$ cat src/rtl/axis_video_pattern_source.sv
// AXI4-Stream test-frame generator: bars, checker, ramp, solid; no frame memory.
// Ports: clk, rst_n, enable, pattern_sel -> m_axis_{tdata,tvalid,tuser,tlast}, m_axis_tready in, frame_count, frame_done.
module axis_video_pattern_source #(
  parameter int H_ACTIVE       = 1280,
  parameter int V_ACTIVE       = 1024,
  parameter int COL_ADDR_WIDTH = 11,
  parameter int ROW_ADDR_WIDTH = 10,
  parameter int BAR_WIDTH      = 160,
  parameter int CHECK_SHIFT    = 5
) (
  input  logic        clk,
  input  logic        rst_n,
  input  logic        enable,
  input  logic [1:0]  pattern_sel,
  output logic [23:0] m_axis_tdata,
  output logic        m_axis_tvalid,
  input  logic        m_axis_tready,
  output logic        m_axis_tuser,
  output logic        m_axis_tlast,
  output logic [15:0] frame_count,
  output logic        frame_done
);

  localparam int CW  = COL_ADDR_WIDTH;
  localparam int RW  = ROW_ADDR_WIDTH;
  localparam int BPW = (BAR_WIDTH > 1) ? $clog2(BAR_WIDTH) : 1;

  localparam logic [0:0] S_IDLE   = 1'b0;
  localparam logic [0:0] S_STREAM = 1'b1;

  localparam logic [CW-1:0]  COL_LAST = CW'(H_ACTIVE - 1);
  localparam logic [RW-1:0]  ROW_LAST = RW'(V_ACTIVE - 1);
  localparam logic [BPW-1:0] BPX_LAST = BPW'(BAR_WIDTH - 1);

  logic [0:0]     state;
  logic [CW-1:0]  col, n_col;
  logic [RW-1:0]  row, n_row;
  logic [BPW-1:0] bpx, n_bpx;
  logic [2:0]     bidx, n_bidx;
  logic [1:0]     pat, n_pat;
  logic [15:0]    n_fc;
  logic [23:0]    n_pix;
  logic           n_user, n_last;
  logic           xfer, col_end, frame_end, adv;

  function automatic logic [23:0] bar_rgb(input logic [2:0] b);
    logic [23:0] v;
    case (b)
      3'd0:    v = 24'hFFFFFF;
      3'd1:    v = 24'hFFFF00;
      3'd2:    v = 24'h00FFFF;
      3'd3:    v = 24'h00FF00;
      3'd4:    v = 24'hFF00FF;
      3'd5:    v = 24'hFF0000;
      3'd6:    v = 24'h0000FF;
      default: v = 24'h000000;
    endcase
    return v;
  endfunction

  function automatic logic [23:0] pixel(
    input logic [CW-1:0] c,
    input logic [RW-1:0] r,
    input logic [2:0]    b,
    input logic [1:0]    p,
    input logic [7:0]    f
  );
    logic [23:0] v;
    logic        ck;
    logic [7:0]  rm;
    ck = |((c >> CHECK_SHIFT) & CW'(1))
       ^ |((r >> CHECK_SHIFT) & RW'(1));
    rm = 8'(c);
    unique case (p)
      2'd0:    v = bar_rgb(b);
      2'd1:    v = ck ? 24'hFFFFFF : 24'h000000;
      2'd2:    v = {rm, rm, rm};
      default: v = {f, 8'h00, ~f};
    endcase
    return v;
  endfunction

  assign xfer      = m_axis_tvalid & m_axis_tready;
  assign col_end   = (col == COL_LAST);
  assign frame_end = col_end & (row == ROW_LAST);

  // Coordinates of the pixel to present next. Leaving IDLE or crossing a
  // frame boundary restarts at (0,0) with a freshly latched pattern.
  always_comb begin
    n_col  = '0;
    n_row  = '0;
    n_bpx  = '0;
    n_bidx = '0;
    n_pat  = pattern_sel;
    n_fc   = frame_count;
    if (state == S_STREAM) begin
      if (frame_end) begin
        n_fc = frame_count + 16'd1;
      end else begin
        n_pat = pat;
        if (col_end) begin
          n_row = row + RW'(1);
        end else begin
          n_row = row;
          n_col = col + CW'(1);
          if (bpx == BPX_LAST) begin
            n_bidx = bidx + 3'd1;
          end else begin
            n_bpx  = bpx + BPW'(1);
            n_bidx = bidx;
          end
        end
      end
    end
  end

  assign n_pix  = pixel(n_col, n_row, n_bidx, n_pat, n_fc[7:0]);
  assign n_user = (n_col == '0) && (n_row == '0);
  assign n_last = (n_col == COL_LAST);

  assign adv = (state == S_IDLE) ? enable
             : (xfer & ~(frame_end & ~enable));

  always_ff @(posedge clk) begin
    if (!rst_n) begin
      state         <= S_IDLE;
      col           <= '0;
      row           <= '0;
      bpx           <= '0;
      bidx          <= '0;
      pat           <= '0;
      m_axis_tdata  <= '0;
      m_axis_tvalid <= 1'b0;
      m_axis_tuser  <= 1'b0;
      m_axis_tlast  <= 1'b0;
      frame_count   <= '0;
      frame_done    <= 1'b0;
    end else begin
      frame_done <= 1'b0;
      if (state == S_STREAM && xfer && frame_end) begin
        frame_count <= n_fc;
        frame_done  <= 1'b1;
      end
      if (adv) begin
        state         <= S_STREAM;
        col           <= n_col;
        row           <= n_row;
        bpx           <= n_bpx;
        bidx          <= n_bidx;
        pat           <= n_pat;
        m_axis_tdata  <= n_pix;
        m_axis_tuser  <= n_user;
        m_axis_tlast  <= n_last;
        m_axis_tvalid <= 1'b1;
      end else if (state == S_STREAM && xfer) begin
        state         <= S_IDLE;
        col           <= '0;
        row           <= '0;
        bpx           <= '0;
        bidx          <= '0;
        m_axis_tvalid <= 1'b0;
        m_axis_tuser  <= 1'b0;
        m_axis_tlast  <= 1'b0;
      end
    end
  end

endmodule

$ cat config.mk
export PLATFORM = sky130hd
export DESIGN_NAME = axis_video_pattern_source
export DESIGN_NICKNAME = d
export VERILOG_FILES = /design/src/rtl/axis_video_pattern_source.sv
export SDC_FILE = /design/constraint.sdc
export NUM_CORES = 1
export LEC_CHECK = 0
export ABC_AREA = 1
export BUFFER_PORTS_ARGS = -buffer_cell sky130_fd_sc_hd__clkbuf_2
export CAP_MARGIN = 20
export CORE_UTILIZATION = 40
export DETAILED_ROUTE_END_ITERATION = 7
export PLACE_DENSITY = 0.62
export RECOVER_POWER = 100
export SLEW_MARGIN = 20
export SYNTH_ARGS = -nofsm -noshare
export SYNTH_HDL_FRONTEND = slang
export SYNTH_SLANG_ARGS = --single-unit
$ cat constraint.sdc
create_clock -name clk -period 3.6 [get_ports clk]
set_clock_uncertainty 0.2 [all_clocks]
set_input_delay 0.18 -clock clk [delete_from_list [all_inputs] [get_ports clk]]
set_output_delay 0.18 -clock clk [all_outputs]
set_load 0.02 [all_outputs]
# Word-level counts from Yosys, hierarchy flattened
# Index checks and enable logic that the tools add are counted.
# classes
add_sub_neg,5
n_eq_ne,12
mux,35
n_bitwise,8
reduce_logical,9
# ops
operator,n
$pmux 24 s7,1
$pmux 24 s3,1
$mux 8,8
$mux 11,5
$mux 10,5
$mux 24,1
$eq 11x11->1 const B,2
$mux 3,6
$add 16x1->16 const B,1
$add 11x1->11 const B,1
$logic_not 11->1,1
$add 10x1->10 const B,1
$eq 10x10->1 const B,1
$logic_not 10->1,1
$eq 3x3->1 const B,3
$add 8x1->8 const B,1
$eq 8x8->1 const B,1
$not 8->8,1
$eq 3x2->1 const B,2
$mux 1,6
$and 1x1->1,4
$mux 2,2
$add 3x1->3 const B,1
$eq 3x1->1 const B,1
other kinds (9),12
# totals
register_bits,78
inputBits,6
output_inout_bits,44
word_cells,81

# Logic depth before layout (Yosys ltp)
# Gate-level depths: netlist of run 1.
# depth
depth_word,8
mapped_depth,16
depth_no_buf,16

# Worst setup path before layout of run 1
# OpenSTA, ideal clock, no wires.
# synth_timing
path_kind,reg2reg
from,reg row[0]
to,reg frame_count[13]
setup_ns,0.114
t_arrival_ns,1.951
required_time_ns,3.286
setup_slack_ns,1.336
stages_incl_launch_ff,15
path_buffers,0
period_less_slack_ns,2.264
cell_sequence,dfxtp_1 ha_1 nand3_1 nor2_1 inv_1 nor2_2 nand3_2 nor2_2 nand3_1 nor2_1 nand2_1 nor2_2 nand2_1 nand2_1 nor2_1
# synth_between
elab_chain_len,4
# synth_rtl
element,line_no,source
"start, declared",37,"logic [RW-1:0] row, n_row;"
"start signal, assigned",147,row <= n_row;
$eq 10x10->1 *,85,assign frame_end = col_end & (row == ROW_LAST);
$and 1x1->1 *,85,
$logic_and 1x1->1,140,if (state == S_STREAM && xfer && frame_end) begin
$reduce_and 3->1 (no line) *,-,
"end signal, assigned",141,frame_count <= n_fc;
"end, declared",20,"output logic [15:0] frame_count,"
# Mark *: on every way between the ends. The rest lies on a longest branch, timed or not.
# A chain may end at the register's enable or synchronous reset.

# Final worst setup path of run 1
# layout_timing
from,reg col[0]
to,reg m_axis_tdata[21]
# layout_between
elab_chain_len,7
word_cells_on_any_way,34
# layout_rtl
element,line_no,source
"start, declared",36,"logic [CW-1:0] col, n_col;"
"start signal, assigned",146,col <= n_col;
$add 11x1->11 / $eq 11x11->1 (equally long branches),"105, 84",
"$mux 11, or another cell as far along",101,if (col_end) begin
"$mux 11, or another cell as far along",97,if (frame_end) begin
"$mux 11, or another cell as far along",96,if (state == S_STREAM) begin
"$xor 1x1->1, or another cell as far along",72,^ |((r >> CHECK_SHIFT) & RW'(1));
$mux 24 / $pmux 24 s7 (equally long branches),"76, 48",
$pmux 24 s3,74,unique case (p)
"end signal, assigned",151,m_axis_tdata <= n_pix;
"end, declared",15,"output logic [23:0] m_axis_tdata,"
# Several ways; a longest one is shown, not always the timed one.

==> results of run 1 <==
registers in the layout, summed over array words and instances (netlist names):
register and flops:
pat 2, state 1, m_axis_tlast 1, row 10, frame_count 16, frame_done 1
m_axis_tuser 1, bidx 3, bpx 8, m_axis_tdata 24, col 11
critical path, cell delays in order, from the launching register on:
cell and delay, ns:
dfxtp_1 0.37, ha_1 0.25, nand2_1 0.12, nor2_4 0.07
nand2_1 0.13, nor2_4 0.09, nand3_4 0.09, nand2_1 0.14
a21oi_2 0.77, inv_2 0.43, a21oi_1 0.28, nand2_1 0.09
a21oi_1 0.12
what timing repair did:
item / 4_1_cts / 5_1_grt
buffers inserted: 0 / 0
hold buffers: 1 / 0
resized for setup: 0 / 0
endpoints found under the hold margin: 4 / 0
metrics by stage:
step / worst slack, ns / cells / hold WS [ns]
6_report: 0.357 / 843 / 0.113
5_1_grt: 0.153 / 843 / 0.147
4_1_cts: 0.505 / 843 / 0.0973
3_5_place_dp: 0.526 / 826 / 0.260
3_3_place_gp: 0.677 / 826 / 0.254
2_1_floorplan: 1.34 / 661 / 0.140
report_power, final:
group	switching, mW	internal [mW]	total [mW]	leakage, nW
combinational	0.219	0.0749	0.294	1.09
sequential	0.0228	0.901	0.924	0.634
clock	0.354	0.325	0.680	0.0931
metal layers:
layer	vias up	share of wire (%)	global-route usage (%)
met4	0	1.9	6.95
li1	2247	-	-
met1	2096	46	26.3
met3	14	4.8	5.47
met5	-	0	0
met2	101	47	36.5
kinds of logic after synthesis:
| logic type | Yosys count |
|---|---|
| AND/OR/NAND/NOR | 353 |
| AO/OA/AOI/OAI | 119 |
| buffers and inverters | 85 |
| adder cells (fa/ha/maj) | 5 |
| flip-flops | 78 |
| XOR/XNOR | 21 |
cell usage in the layout, fill, tap and decap left out, drive strengths merged:
master / n
and3: 1
dfxtp: 78
inv: 62
nand2: 202
bufinv: 1
o211ai: 1
a2bb2oi: 2
nor3: 13
nand3: 51
a21oi: 70
nor4: 2
clkbuf: 61
nand3b: 2
a211oi: 4
or2: 1
o21ai: 28
buf: 2
o21a: 1
clkinvlp: 2
ha: 5
o21bai: 2
nand4: 12
xor2: 19
clkinv: 2
o31ai: 1
xnor2: 2
a31oi: 8
o22ai: 1
nor2: 69
dlygate4sd3: 1
a221oi: 1
cell type report:
class | instances | area (µm²) | area share (%)
multi-input combinational | 498 | 2430 | 50.5
sequential | 78 | 1560 | 32.4
inverter | 61 | 229 | 4.76
timing repair buffer | 54 | 224 | 4.65
tap | 136 | 170 | 3.53
clock buffer | 10 | 128 | 2.65
clock inverter | 6 | 71.3 | 1.48
how the worst max path moves through the flow:
stage,slack [ns],endpoint,startpoint,cells past startpoint
global placement,0.68,m_axis_tdata[17],col[0],12
detailed placement,0.53,m_axis_tdata[19],col[0],12
floorplan,1.34,frame_count[13],row[0],14
CTS,0.50,m_axis_tlast,col[0],12
finish,0.36,m_axis_tdata[21],col[0],12
global route,0.15,m_axis_tdata[18],col[0],12
==> run metrics, run 1 <==
post-layout util=46.0%; WL per Instance=13.6 µm; Starting Density=41.9%; Post-route DRC=0; R2R Setup Slk=0.36 ns; final setup TNS=0 ns; routability cong.=0.844; number of flops mapped to enable cells by yosys=0; leakage=about 1.8 nW; fin crit period=3.24 ns; Main synth FF type=dfxtp_1; Final Cycle Share=90.1%; number of global-route vias before repair=~4200; status=complete, no violations; Worst-path clk slew=0.09 ns; n_diodes=0; DP HPWL=a little over 8 mm; Peak VDD IR=just over 300 µV; largest family of logic cells by synthesized area=simple AND/OR/NAND/NOR gates; total power=~1.9 mW; Post-Synth Simple-Gate Area=a little over a third; Crit. End Element=register; Fmax achieved=308 MHz; final hold viol count=0; Congestion Overflow GR=0; Initial DRC Count=203; Area after DPL=4710 µm²; Post-Synth XOR/XNOR Area=4.20%; Fill cells=1136; worst-case clock buffer depth=2; hold path cells=7; sequential fraction of the synthesis area=a little over a third; most common cell in the netlist=nand2_1; RSZ-0062 raised after global routing=no; Synth Area in Compound Gates=15.0%; Post-Synthesis Cell Area=approximately 4400 µm²; clock latency on the worst-skew pair=about 0.36 ns; slew at the pin with the worst max-slew slack=1.03 ns; synth warn=0; synthesized instance count=661; DR pass1 iterations=4; Layout Nets=~710; Max-Cap Viols=0; reg2reg end=m_axis_tdata[21]; Area Growth Syn to Fin=9.82%; R2R depth=12; Worst EP arrival=between 3 and 4 ns; Post-synth top cells=nand2_1, dfxtp_1, a21oi_1, inv_1, nor2_1; largest net degree at the start of global routing=37; Crit Path Category=register to register; syn_area_per_cell=6.63 µm²; antenna violations before repair=0; power per cell area=394 nW/µm²; Port Buffers=49; asr flop ratio synth=0%; TritonCTS clock tree=yes; Critical R2R Launch=col[0]; max_slew headroom=31.1%; Die ar.=11400 µm²; Synth Area in Adders=1.43%; # rows=37; DR vias=~4500; Hold Crit Class=input port to register; Area contributors post-synth=dfxtp_1, nand2_1, a21oi_1, nand3_1, inv_1; Core Region=10500 µm²; vias per cell=5.29; DRT Wirelength=approximately 11 mm; Die X=107 µm; CTS H-tree depth=3; post-synthesis mux area share=0%; Worst Min Path Start=pattern_sel[1]; #FFs+latches synth=78; Final setup viols=0; proportion of layout cells with a drive suffix above 1=6.22%; GRT Total Usage=between 20% and 30%; post-synth top area share=between 30 and 40%; Detail Route Antenna Nets=0; Hold EP=pat[1]; Sink Count=78; Req. time, crit path=3.69 ns; CTS root buf=clkbuf_8; worst-path fanout max=26; leading area contributor after synthesis=dfxtp_1; global-route wire length before repair=19.4 mm; fin area=4810 µm²; cts bufs inserted=9; fin. max-slew vios=0; Die H=107 µm; Post-Syn Nets=~670; Setup crit start kind=register; IO Pins=50; Synth cell types=40
(Power assumes the default switching activity.)
==> run 2: changes to the inputs <==
- CORE_MARGIN: unset -> 1.5
- CORE_UTILIZATION: 40 -> 34
- PLACE_DENSITY: 0.62 -> 0.55
==> run 2 against run 1 <==
Against the previous run: hold slack worse by 0.084 ns; maximum frequency up 0.99%; cell count rose by 3.9%; core utilization is 6.9 points lower; non-clock buffer count down 2; critical path type unchanged; clock power increased by 36%; first-iteration DRC count increased by 14%; sequential power is essentially flat; combinational power increased by 1%; largest cell class unchanged; die area rose by 19%; worst setup slack improved by 0.032 ns; via count down 2.7%.
==> run metrics, run 2 (synthesis gave the netlist of run 1 again) <==
TritonCTS clock tree=yes; DR vias=4336; Setup crit start kind=register; final setup margin=0.389 ns; slew at the pin with the worst max-slew slack=1.03 ns; Sink Count=between 70 and 80; total power=2.15 mW; Hold Crit Class=input port to register; Initial DRC Count=232; Crit Path Category=register to register; fin cells=876; number of global-route vias before repair=about 4200; DP HPWL=around 8.5 mm; WL per Instance=~14 µm; worst-case clock buffer depth=2; largest registers=m_axis_tdata: 24 flops, frame_count: 16 flops, col: 11 flops; Area after DPL=about 4800 µm²; Die H=117 µm; fin. max-slew vios=0; fin crit period=3.21 ns; final setup TNS=0 ns; Congestion Overflow GR=0; commonest non-fill, non-tap cells in the layout=nand2_1, dfxtp_1, a21oi_1; pre-CTS setup slack=0.484 ns; largest net degree at the start of global routing=43; post-layout util=39.2%; Top reg by flops=m_axis_tdata; Starting Density=34.7%; vias per cell=4.95; routability cong.=just over 0.8; Detail Route Antenna Nets=0; Max-Cap Viols=0; max_slew headroom=31.3%; Peak VDD IR=261 µV; CTS H-tree depth=3; clock latency on the worst-skew pair=0.35 ns; post-CTS setup buffer count=0; Area Growth Syn to Fin=12.7%; Core Region=12600 µm²; DRT Wirelength=~12 mm; Port Buffers=49; n_diodes=0; status=complete, no violations; Fmax achieved=311 MHz; worst-path fanout max=26; Largest register FFs=24; Req. time, crit path=between 3 and 4 ns; fin area=between 4000 and 5000 µm²; Post-route DRC=0; DR pass1 iterations=5; DP Cell Count=861; leakage=1.83 nW; Worst-path clk slew=around 0.060 ns; power per cell area=around 430 nW/µm²; proportion of layout cells with a drive suffix above 1=6.68%; antenna violations before repair=0; Final setup viols=0; final hold viol count=0; Crit. End Element=register; GRT Total Usage=18.5%; most common cell after layout, fill and taps aside=nand2_1; hold_ws=0.0289 ns; Worst EP arrival=around 3.3 ns; cts bufs inserted=9; Final Cycle Share=89.2%; # rows=41; RSZ-0062 raised after global routing=no; Die X=between 100 and 150 µm; Layout Nets=711; cts repair resizes=0; Die ar.=13600 µm²; IO Pins=50; CTS root buf=clkbuf_16; hold-fix buffers at CTS=0; global-route wire length before repair=19.8 mm
==> run 2: cell count changes in the layout (fill, tap and decap cells not counted), moves of 2 or more <==
cell	delta
a21oi_2	+2
clkinvlp_4	+2
clkbuf_1	-3
clkbuf_16	+9
clkbuf_8	-8
a21oi_1	-2
clkinv_4	-2
==> run 2: area by class of cell <==
cell class	count	area, µm²
Clock buffer	10	239
Clock inverter	5	60.1
Fill cell	1409	7680
Inverter	61	229
Multi-Input combinational cell	498	2420
Sequential cell	78	1560
Tap cell	172	215
Timing Repair Buffer	52	214
==> run 2: power by group <==
group	total [mW]	internal [mW]	switching, mW
clock network	0.923	0.552	0.371
logic	0.298	0.0754	0.223
registers	0.925	0.902	0.0225
total	2.15	1.53	0.616
==> run 2: routing by layer <==
metal	wire [µm]	GRT usage, %	vias to the layer above
met5	0	0	-
met4	213	6.75	0
met3	548	4.15	19
met2	5490	30.7	100
met1	5610	23.7	1975
li1	-	-	2242
==> run 2: final timing paths <==
check | end | start | slack, ns | depth (start not counted)
max | m_axis_tdata[18] | col[0] | 0.39 | 12
min | row[6] | m_axis_tready | 0.03 | 3
max reg2reg | m_axis_tdata[18] | col[0] | 0.39 | 12
min reg2reg | m_axis_tdata[19] | m_axis_tdata[19] | 0.26 | 2
==> run 2: worst max-delay path: stages (launching register included) <==
cell and delay, ns:
dfxtp_1 0.36, ha_1 0.25, nand2_1 0.12, nor2_4 0.07, nand2_1 0.13, nor2_4 0.09
nand3_4 0.09, nand2_2 0.09, a21oi_2 0.74, inv_2 0.44, a21oi_1 0.32, nand2_1 0.10
a21oi_2 0.11
==> run 3: changes to the inputs <==
- CORE_MARGIN: 1.5 -> 10
- SETUP_SLACK_MARGIN: unset -> 0.2
==> run 3 against run 2 <==
Against the previous run: clock-buffer cell count is 1 lower; register-to-register slack lost 0.04 ns; flip-flop and latch count unchanged; die area is 31% higher; via count is 1.1% higher; global-route usage decreased by 4.4 points; sequential power barely moved; critical endpoint is now m_axis_tdata[11]; clock power grew 1%; maximum frequency decreased by 1.1%; cell count rose by 0.11%; highest routed layer unchanged.
==> run metrics, run 3 (synthesis gave the netlist of run 1 again) <==
IO Pins=50; Max-Cap Viols=0; fin area=roughly 5000 µm²; Sink Count=78; slew at the pin with the worst max-slew slack=between 1 and 1.5 ns; number of global-route vias before repair=4329; net switching power=0.641 mW; Area after DPL=about 4800 µm²; Detail Route Antenna Nets=0; Gate power share=13.7%; n_diodes=0; Area Growth Syn to Fin=13.1%; hold-fix buffers at CTS=0; Setup crit end=m_axis_tdata[11]; largest registers=m_axis_tdata: 24 flops, frame_count: 16 flops, col: 11 flops; final hold viol count=0; reg2reg end=m_axis_tdata[11]; worst path bufs/invs=1; Final setup viols=0; worst-path fanout max=15; Req. time, crit path=3.60 ns; fin. max-slew vios=0; crit path max-delay cell type=clkbuf_1; Post-route DRC=0; TritonCTS clock tree=yes; CTS root buf=clkbuf_16; Top reg by flops=m_axis_tdata; max_slew headroom=32.9%; Crit Path Category=register to register; Top cell by count, worst path=nand2_1; Internal=1.51 mW; vias per cell=around 5; switching part of the total power=between 20 and 30%; RSZ-0062 raised after global routing=no; cts bufs inserted=9; status=complete, no violations; Reg power frac=a little over two fifths; Final Cycle Share=90.2%; Fmax achieved=a little over 300 MHz; Initial DRC Count=330; R2R depth=10; DR pass1 iterations=4; R2R Setup Slk=0.35 ns; Critical R2R Launch=state; WL per Instance=around 14 µm; Die H=134 µm; clock latency on the worst-skew pair=0.35 ns; antenna violations before repair=0; Crit. Startpoint=state; Port Buffers=just under 50; Starting Density=about a third; fin crit period=~3.2 ns; routability cong.=0.859; Crit. End Element=register; critical path cell sequence=clkbuf_1, nand2_1, nor2_1, nand3_1, nand2_1, nor2_8, nor2_1, nand2_1, nand2_1, a21oi_1; CTS H-tree depth=3; Worst-path clk slew=0.07 ns; proportion of layout cells with a drive suffix above 1=6.95%; Peak VDD IR=180 µV; Worst EP arrival=around 3.3 ns; DRT Wirelength=12.3 mm; global-route wire length before repair=20.7 mm; power per cell area=between 400 and 500 nW/µm²; largest net degree at the start of global routing=42; Crit path depth=10; Congestion Overflow GR=0; Hold Crit Class=input port to register; DR vias=4382; GRT Total Usage=between 10% and 20%; Layout Nets=711; # rows=between 40 and 50; final setup TNS=0 ns; leakage=~1.9 nW; cts repair resizes=0; DP HPWL=8.98 mm; Die X=134 µm; crit-path max cell delay=~0.63 ns; most common cell after layout, fill and taps aside=nand2_1; post-CTS setup buffer count=0; Core Region=12600 µm²; Clock power frac=43.3%; Die ar.=17800 µm²; Setup crit start kind=register; crit-path leading delay family=simple AND/OR/NAND/NOR gates; commonest non-fill, non-tap cells in the layout=nand2_1, dfxtp_1, a21oi_1; worst-case clock buffer depth=2; Largest register FFs=24
==> run 3: cell count changes in the layout (fill, tap and decap cells not counted), sizes merged <==
cell      before  now
clkinvlp       4    2
inv           61   62
buf            3    2
clkinv         0    3
==> run 3: per-stage QoR <==
stage | worst slack, ns | cells | utilization (%) | hold WS, ns | power (mW)
6_report | 0.352 | 877 | 39.3 | 0.0285 | 2.16
5_1_grt | 0.105 | 877 | 39.3 | 0.0312 | 2.25
4_1_cts | 0.518 | 877 | 40.0 | 0.0268 | 2.19
3_5_place_dp | 0.545 | 861 | 37.6 | 0.257 | 1.26
3_3_place_gp | 0.625 | 861 | 37.6 | 0.256 | 1.26
2_1_floorplan | 1.34 | 661 | - | 0.140 | 1.16
==> run 3: power groups by stage <==
stage	Clock [mW]	Combinational [mW]	Sequential [mW]
after floorplan	0	0.179	0.982
after global placement	0	0.311	0.946
after detailed placement	0	0.311	0.946
after CTS	0.955	0.313	0.927
after global routing	0.989	0.334	0.930
final	0.934	0.295	0.927
==> run 3: cell type report <==
| class | count | area, µm² |
|---|---|---|
| Inverter | 61 | 229 |
| Timing Repair Buffer | 52 | 210 |
| Fill cell | 1440 | 7660 |
| Sequential cell | 78 | 1560 |
| Multi-Input combinational cell | 498 | 2440 |
| Clock inverter | 7 | 72.6 |
| Clock buffer | 9 | 225 |
| Tap cell | 172 | 215 |
==> run 3: how the worst min path moves through the flow <==
stage | startpoint | to | slack (ns) | cells after the start
after detailed placement | m_axis_tuser | m_axis_tuser | 0.26 | 2
after global routing | m_axis_tready | row[2] | 0.03 | 3
after global placement | m_axis_tdata[19] | m_axis_tdata[19] | 0.26 | 2
final | m_axis_tready | row[4] | 0.03 | 3
after floorplan | m_axis_tready | row[6] | 0.14 | 2
after CTS | m_axis_tready | row[6] | 0.03 | 3
==> run 3: worst reg2reg max path: stages (launching register included) <==
cell and delay (ns):
dfxtp_1 0.52, clkbuf_1 0.63, nand2_1 0.49, nor2_1 0.37, nand3_1 0.13, nand2_1 0.23
nor2_8 0.07, nor2_1 0.25, nand2_1 0.08, nand2_1 0.07, a21oi_1 0.05
==> run 3: metal layers <==
layer,share of wire (%),global-route usage [%],up-vias,routed length [µm]
li1,-,-,2243,-
met1,45,16.8,2038,5560
met2,48,23.7,89,5970
met3,5.4,3.68,12,662
met4,1.2,5.44,0,143
met5,0,0,-,0
